==> src/rtl/vga_compositor.sv <==
// rtl/vga_compositor.sv - VGA output stage: window coordinates, sync/pixel alignment, N-layer compositing
// Optional feature: define VGA_COMPOSITOR_BORDER_EN to draw an all-ones camera-window border.
module vga_compositor #(
   parameter int PIX_W = 4,
   parameter int LAYERS = 2,
   parameter int LAYER_LAT = 3,
   parameter int WIN_X = 200,
   parameter int WIN_Y = 250,
   parameter int WIN_W = 320,
   parameter int WIN_H = 240,
   parameter logic [3*PIX_W-1:0] BG = '0,
   parameter bit SYNC_INV = 1'b1
) (
   input  logic                       clk_in,
   input  logic                       rst_in,
   input  logic [10:0]                hcount_in,
   input  logic [9:0]                 vcount_in,
   input  logic                       hsync_in,
   input  logic                       vsync_in,
   input  logic                       blank_in,
   input  logic [1:0]                 mode_in,
   input  logic [LAYERS*3*PIX_W-1:0]  layer_pixel_in,
   input  logic [LAYERS-1:0]          layer_key_in,
   output logic [10:0]                win_hcount_out,
   output logic [9:0]                 win_vcount_out,
   output logic                       win_valid_out,
   output logic [PIX_W-1:0]           vga_r_out,
   output logic [PIX_W-1:0]           vga_g_out,
   output logic [PIX_W-1:0]           vga_b_out,
   output logic                       vga_hs_out,
   output logic                       vga_vs_out,
   output logic [1:0]                 mode_active_out,
   output logic                       mode_switch_out,
   output logic [15:0]                frame_count_out
);
   localparam int CW = 3*PIX_W;
`ifdef VGA_COMPOSITOR_BORDER_EN
   localparam int DW = 7;
`else
   localparam int DW = 6;
`endif

   typedef enum logic {IDLE, PENDING} state_t;

   state_t        state;
   logic          vs_prev;
   logic          armed;
   logic          vs_rise;
   logic          apply;
   logic [1:0]    mode_next;
   logic [10:0]   win_h;
   logic [9:0]    win_v;
   logic          in_win;
   logic [DW-1:0] stage_w;
   logic [DW-1:0] pipe [0:LAYER_LAT];
   logic [DW-1:0] al;
   logic [CW-1:0] pix_sel;
   logic [CW-1:0] or_acc;
   logic          any_key;

   assign win_h  = hcount_in - 11'(WIN_X);
   assign win_v  = vcount_in - 10'(WIN_Y);
   assign in_win = (32'(hcount_in) >= 32'(WIN_X)) && (32'(hcount_in) < 32'(WIN_X + WIN_W)) &&
                   (32'(vcount_in) >= 32'(WIN_Y)) && (32'(vcount_in) < 32'(WIN_Y + WIN_H));

   // No edge is seen on the first cycle out of reset, since vs_prev is meaningless there.
   assign vs_rise   = armed && vsync_in && !vs_prev;
   assign apply     = (state == PENDING) && vs_rise && (mode_in != mode_active_out);
   assign mode_next = apply ? mode_in : mode_active_out;

   // Each pixel carries the mode it entered under, so a switch lands on a frame boundary.
`ifdef VGA_COMPOSITOR_BORDER_EN
   logic on_edge;
   assign on_edge = in_win && (win_h == 11'd0 || win_h == 11'(WIN_W-1) ||
                               win_v == 10'd0 || win_v == 10'(WIN_H-1));
   assign stage_w = {on_edge, mode_next, in_win, blank_in, vsync_in, hsync_in};
`else
   assign stage_w = {mode_next, in_win, blank_in, vsync_in, hsync_in};
`endif

   assign al = pipe[LAYER_LAT];

   always_ff @(posedge clk_in) begin
      if (rst_in) begin
         for (int i = 0; i <= LAYER_LAT; i++) pipe[i] <= '0;
         win_hcount_out <= '0;
         win_vcount_out <= '0;
         win_valid_out  <= 1'b0;
      end else begin
         pipe[0] <= stage_w;
         for (int i = 1; i <= LAYER_LAT; i++) pipe[i] <= pipe[i-1];
         win_hcount_out <= win_h;
         win_vcount_out <= win_v;
         win_valid_out  <= in_win;
      end
   end

   always_comb begin
      pix_sel = BG;
      or_acc  = '0;
      any_key = 1'b0;
      if (layer_key_in[0] && al[3]) begin
         or_acc  = layer_pixel_in[0 +: CW];
         any_key = 1'b1;
      end
      for (int i = 1; i < LAYERS; i++) begin
         if (layer_key_in[i]) begin
            or_acc  = or_acc | layer_pixel_in[i*CW +: CW];
            any_key = 1'b1;
         end
      end
      case (al[5:4])
         2'd0: begin
            if (layer_key_in[0] && al[3]) pix_sel = layer_pixel_in[0 +: CW];
            for (int i = 1; i < LAYERS; i++)
               if (layer_key_in[i]) pix_sel = layer_pixel_in[i*CW +: CW];
         end
         2'd1: if (al[3]) pix_sel = layer_pixel_in[0 +: CW];
         2'd2: if (any_key) pix_sel = or_acc;
         default: pix_sel = BG;
      endcase
`ifdef VGA_COMPOSITOR_BORDER_EN
      if (al[6] && al[5:4] != 2'd3) pix_sel = '1;
`endif
      if (al[2]) pix_sel = '0;
   end

   always_ff @(posedge clk_in) begin
      if (rst_in) begin
         {vga_r_out, vga_g_out, vga_b_out} <= '0;
         vga_hs_out <= SYNC_INV;
         vga_vs_out <= SYNC_INV;
      end else begin
         {vga_r_out, vga_g_out, vga_b_out} <= pix_sel;
         vga_hs_out <= al[0] ^ SYNC_INV;
         vga_vs_out <= al[1] ^ SYNC_INV;
      end
   end

   always_ff @(posedge clk_in) begin
      if (rst_in) begin
         state           <= IDLE;
         mode_active_out <= 2'd0;
         mode_switch_out <= 1'b0;
         frame_count_out <= 16'd0;
         vs_prev         <= 1'b0;
         armed           <= 1'b0;
      end else begin
         vs_prev         <= vsync_in;
         armed           <= 1'b1;
         mode_switch_out <= apply;
         mode_active_out <= mode_next;
         if (vs_rise) frame_count_out <= frame_count_out + 16'd1;
         case (state)
            IDLE:    if (mode_in != mode_active_out) state <= PENDING;
            PENDING: if (mode_in == mode_active_out || vs_rise) state <= IDLE;
            default: state <= IDLE;
         endcase
      end
   end
endmodule

==> config.mk <==
export PLATFORM = sky130hd
export DESIGN_NAME = vga_compositor
export DESIGN_NICKNAME = d
export VERILOG_FILES = /design/src/rtl/vga_compositor.sv
export SDC_FILE = /design/constraint.sdc
export NUM_CORES = 1
export LEC_CHECK = 0
export ABC_AREA = 1
export CORE_AREA = 2 2 104 106
export DETAILED_ROUTE_END_ITERATION = 10
export DIE_AREA = 0 0 106 108
export PLACE_DENSITY = 0.59
export RECOVER_POWER = 100
export REMOVE_ABC_BUFFERS = 1
export SYNTH_ARGS = -nofsm -noshare
export SYNTH_HDL_FRONTEND = slang
export SYNTH_SLANG_ARGS = --single-unit
export TNS_END_PERCENT = 30
==> constraint.sdc <==
create_clock -name clk_in -period 2.03 [get_ports clk_in]
set_input_delay 0.203 -clock clk_in [delete_from_list [all_inputs] [get_ports clk_in]]
set_output_delay 0.203 -clock clk_in [all_outputs]
set_load 0.05 [all_outputs]
==> results.toml <==
[critical_path]
cp_top_family = "buffers and inverters"
crit_type = "reg2out"
cp_slowest_cell = "dlygate4sd3_1"
crit_chain = "dlygate4sd3_1"
critPathCaptureType = "output port"
arrival_ns = 1.65
cp_slowest_stage_delay_ns = 0.90
critPathLaunchType = "flop"
worstPathMaxFanout = 5
required_ns = 1.83
path_buf_inv = 1

[clock_network]
clk_path_buf_depth = 2
cts_resized = 0
h-tree-depth = 3
numCtsBuffers = 9
clk_pin_slew_ns = 0.08
clk_latency_ns = 0.34
cts-root-buf = "clkbuf_8"
cts_tree = "built"
cts_hold_buffers = 0
cts_sinks = 78
post-cts-setup-buffer-count = 0

[yosys]
avgSynthCellArea_um2 = 7.445
netlist_area_mm2 = 0.003015
synth_compound_area_frac = 0.09253
synthXorXnorAreaFrac = 0.01162
synthAdderAreaFrac = 0.02075
synth_top_family_by_area = "simple AND/OR/NAND/NOR gates"
netlist_instances = 405
yosys_warnings = 0
ys_seq_area_frac = 0.5178
synth-simple-area-share = 0.2643
ys_types = 26
synthMuxAreaShare = 0
ys_ff_latch = 78

[grt]
grt_pass1_wl_um = 11790
antenna_found_initial = 0
first_global_vias = 2608
grt_max_degree = 40
track_usage = 0.1284
grt-ovfl-total = 0

[sta]
fmax_mhz = 538.8
finalSetupViolations = 0
tightest_slew_ns = 1.725
tns_ns = 0
fin_skew_ns = 0.008946
final.setup.worst_slack_ns = 0.1739
post-route-min-period_ns = 1.856
hold_viol = 0
relSlewSlack = -0.1498
period_share = 0.9143
rsz0062_at_grt = "no"
slew_viol_final = 40
hold_ws_ns = 0.3768

[routing]
avgViaCountPerCell = 4.198
drt-total-wl_um = 7157
ant_nets = 0
drcViolationCount = 0
drtIter0Drc = 88
drtPass1Iterations = 7
vias = 2762
wire_per_inst_um = 10.88

[placed_design]
io_buffers = 108
gp_congestion = 0.7826
dp.cells = 642
hpwl_um = 5357
pre_cts_ws_ns = 0.2810

[die]
chipWidth_um = 106
start_util = 0.2947
coreArea_mm2 = 0.01023
dieArea_mm2 = 0.01145
rows = 37
die_h_um = 108
ioPinCount = 109

[worst_hold_path]
min_path_type = "reg2reg"

[final_layout]
fin_nets = 576
diodes = 0
finalNonFillerCells = 658
area_delta_synth_final_pct = 47.01
final_util = 0.4333
drive_gt1_frac = 0.04023

[power_and_ir_drop]
pwr_density_cell_mw_per_mm2 = 753.0
swShare = 0.2622
pwr-share-comb = 0.144
power.switching_uw = 875.2
p_clk_frac = 0.377
p_int_uw = 2463
p_leak_uw = 0.001933
ir_worst_vdd_uv = 393.8
seqPwrFrac = 0.479

[outcome]
status = "finished with violations"
violations = "max-capacitance violations, max-slew violations"

[flow_run]
cap_violations = 1
==> metal layers <==
layer  up-vias  share of wire  GRT usage  wire length (um)
li1       1476              -          -                 -
met1      1189           0.46     0.1617              3325
met2        88           0.44     0.2023              3141
met3         9          0.080    0.04461               576
met4         0          0.016    0.05169               114
met5         -              0          0                 0
==> cell usage in the layout (no fill, tap or decap), types with 3 or more instances in the layout <==
cell type        instances
o21ai_0                 19
dlygate4sd3_1           59
clkdlybuf4s50_1         48
nand3_1                 30
inv_1                   58
a21oi_1                 31
nor3_1                   3
clkbuf_8                 9
ha_1                     5
nand2_1                 71
clkbuf_1                 5
buf_4                    3
nor2_1                  82
dfxtp_1                 78
==> state kept, by name, summed over array words and instances, names as in the netlist <==
register / count
mode_active_out: 1
armed: 1
pipe: 23
vga_r_out: 4
win_vcount_out: 10
vga_vs_out: 1
vga_b_out: 4
frame_count_out: 16
vga_g_out: 4
win_hcount_out: 11
state: 1
mode_switch_out: 1
vga_hs_out: 1
==> synth_stat cells (all sizes together) <==
cell type | count | area [um^2]
nor3b | 1 | 7.510
a21boi | 1 | 7.510
dfxtp | 78 | 1562
clkbuf | 5 | 18.77
nand2 | 73 | 279.0
nor2 | 82 | 320.3
a31oi | 1 | 6.260
nand3 | 30 | 150.1
o31ai | 2 | 15.01
or2 | 1 | 6.260
xor2 | 2 | 17.52
a21oi | 31 | 155.2
buf | 8 | 43.78
nand4 | 2 | 12.51
inv | 58 | 217.7
and2 | 1 | 6.260
ha | 5 | 62.56
xnor2 | 2 | 17.52
o21ai | 19 | 95.09
nor3 | 3 | 15.01
==> worst paths after layout <==
kind	start	endpoint	slack (ns)	cells after the start
min reg2reg	pipe[0][19]$_SDFF_PP0_	vga_vs_out$_SDFF_PP1_	0.38	1
max reg2reg	armed$_DFF_P_	frame_count_out[11]$_SDFFE_PP0N_	0.37	7
min	pipe[0][19]$_SDFF_PP0_	vga_vs_out$_SDFF_PP1_	0.38	1
max	frame_count_out[7]$_SDFFE_PP0N_	frame_count_out[7]	0.17	1
==> per-stage QoR <==
step | power, uW | cell area (um^2)
2_1_floorplan | 1895 | 2953
3_3_place_gp | 2139 | 4244
3_5_place_dp | 2141 | 4244
4_1_cts | 3414 | 4458
5_1_grt | 3495 | 4433
6_report | 3338 | 4433
==> cell type report <==
class	instances	area [um^2]
clock buffer	10	127.6
inverter	58	217.7
timing repair buffer	114	1109
tap	136	170.2
multi-input combinational	256	1161
sequential	78	1562
clock inverter	6	86.33
fill	1056	5798
==> logic make-up (layout without fill, tap and decap cells) <==
logic type                 after synthesis  count (layout)
adders and majority gates                5               5
xor gates and xnor gates                 4               4
buffers and inverters                   71             188
DFF                                     78              78
and+or+nand+nor                        193             193
AOI/OAI and AO/OA                       54              54
==> power groups by stage <==
stage | clock [uW] | combinational (uW) | sequential (uW)
after floorplan | 0 | 109 | 1790
after global placement | 0 | 501 | 1640
after detailed placement | 0 | 502 | 1640
after CTS | 1310 | 504 | 1600
after global routing | 1370 | 520 | 1610
final | 1260 | 480 | 1600
Note: power is estimated with default switching activity, not from simulation.
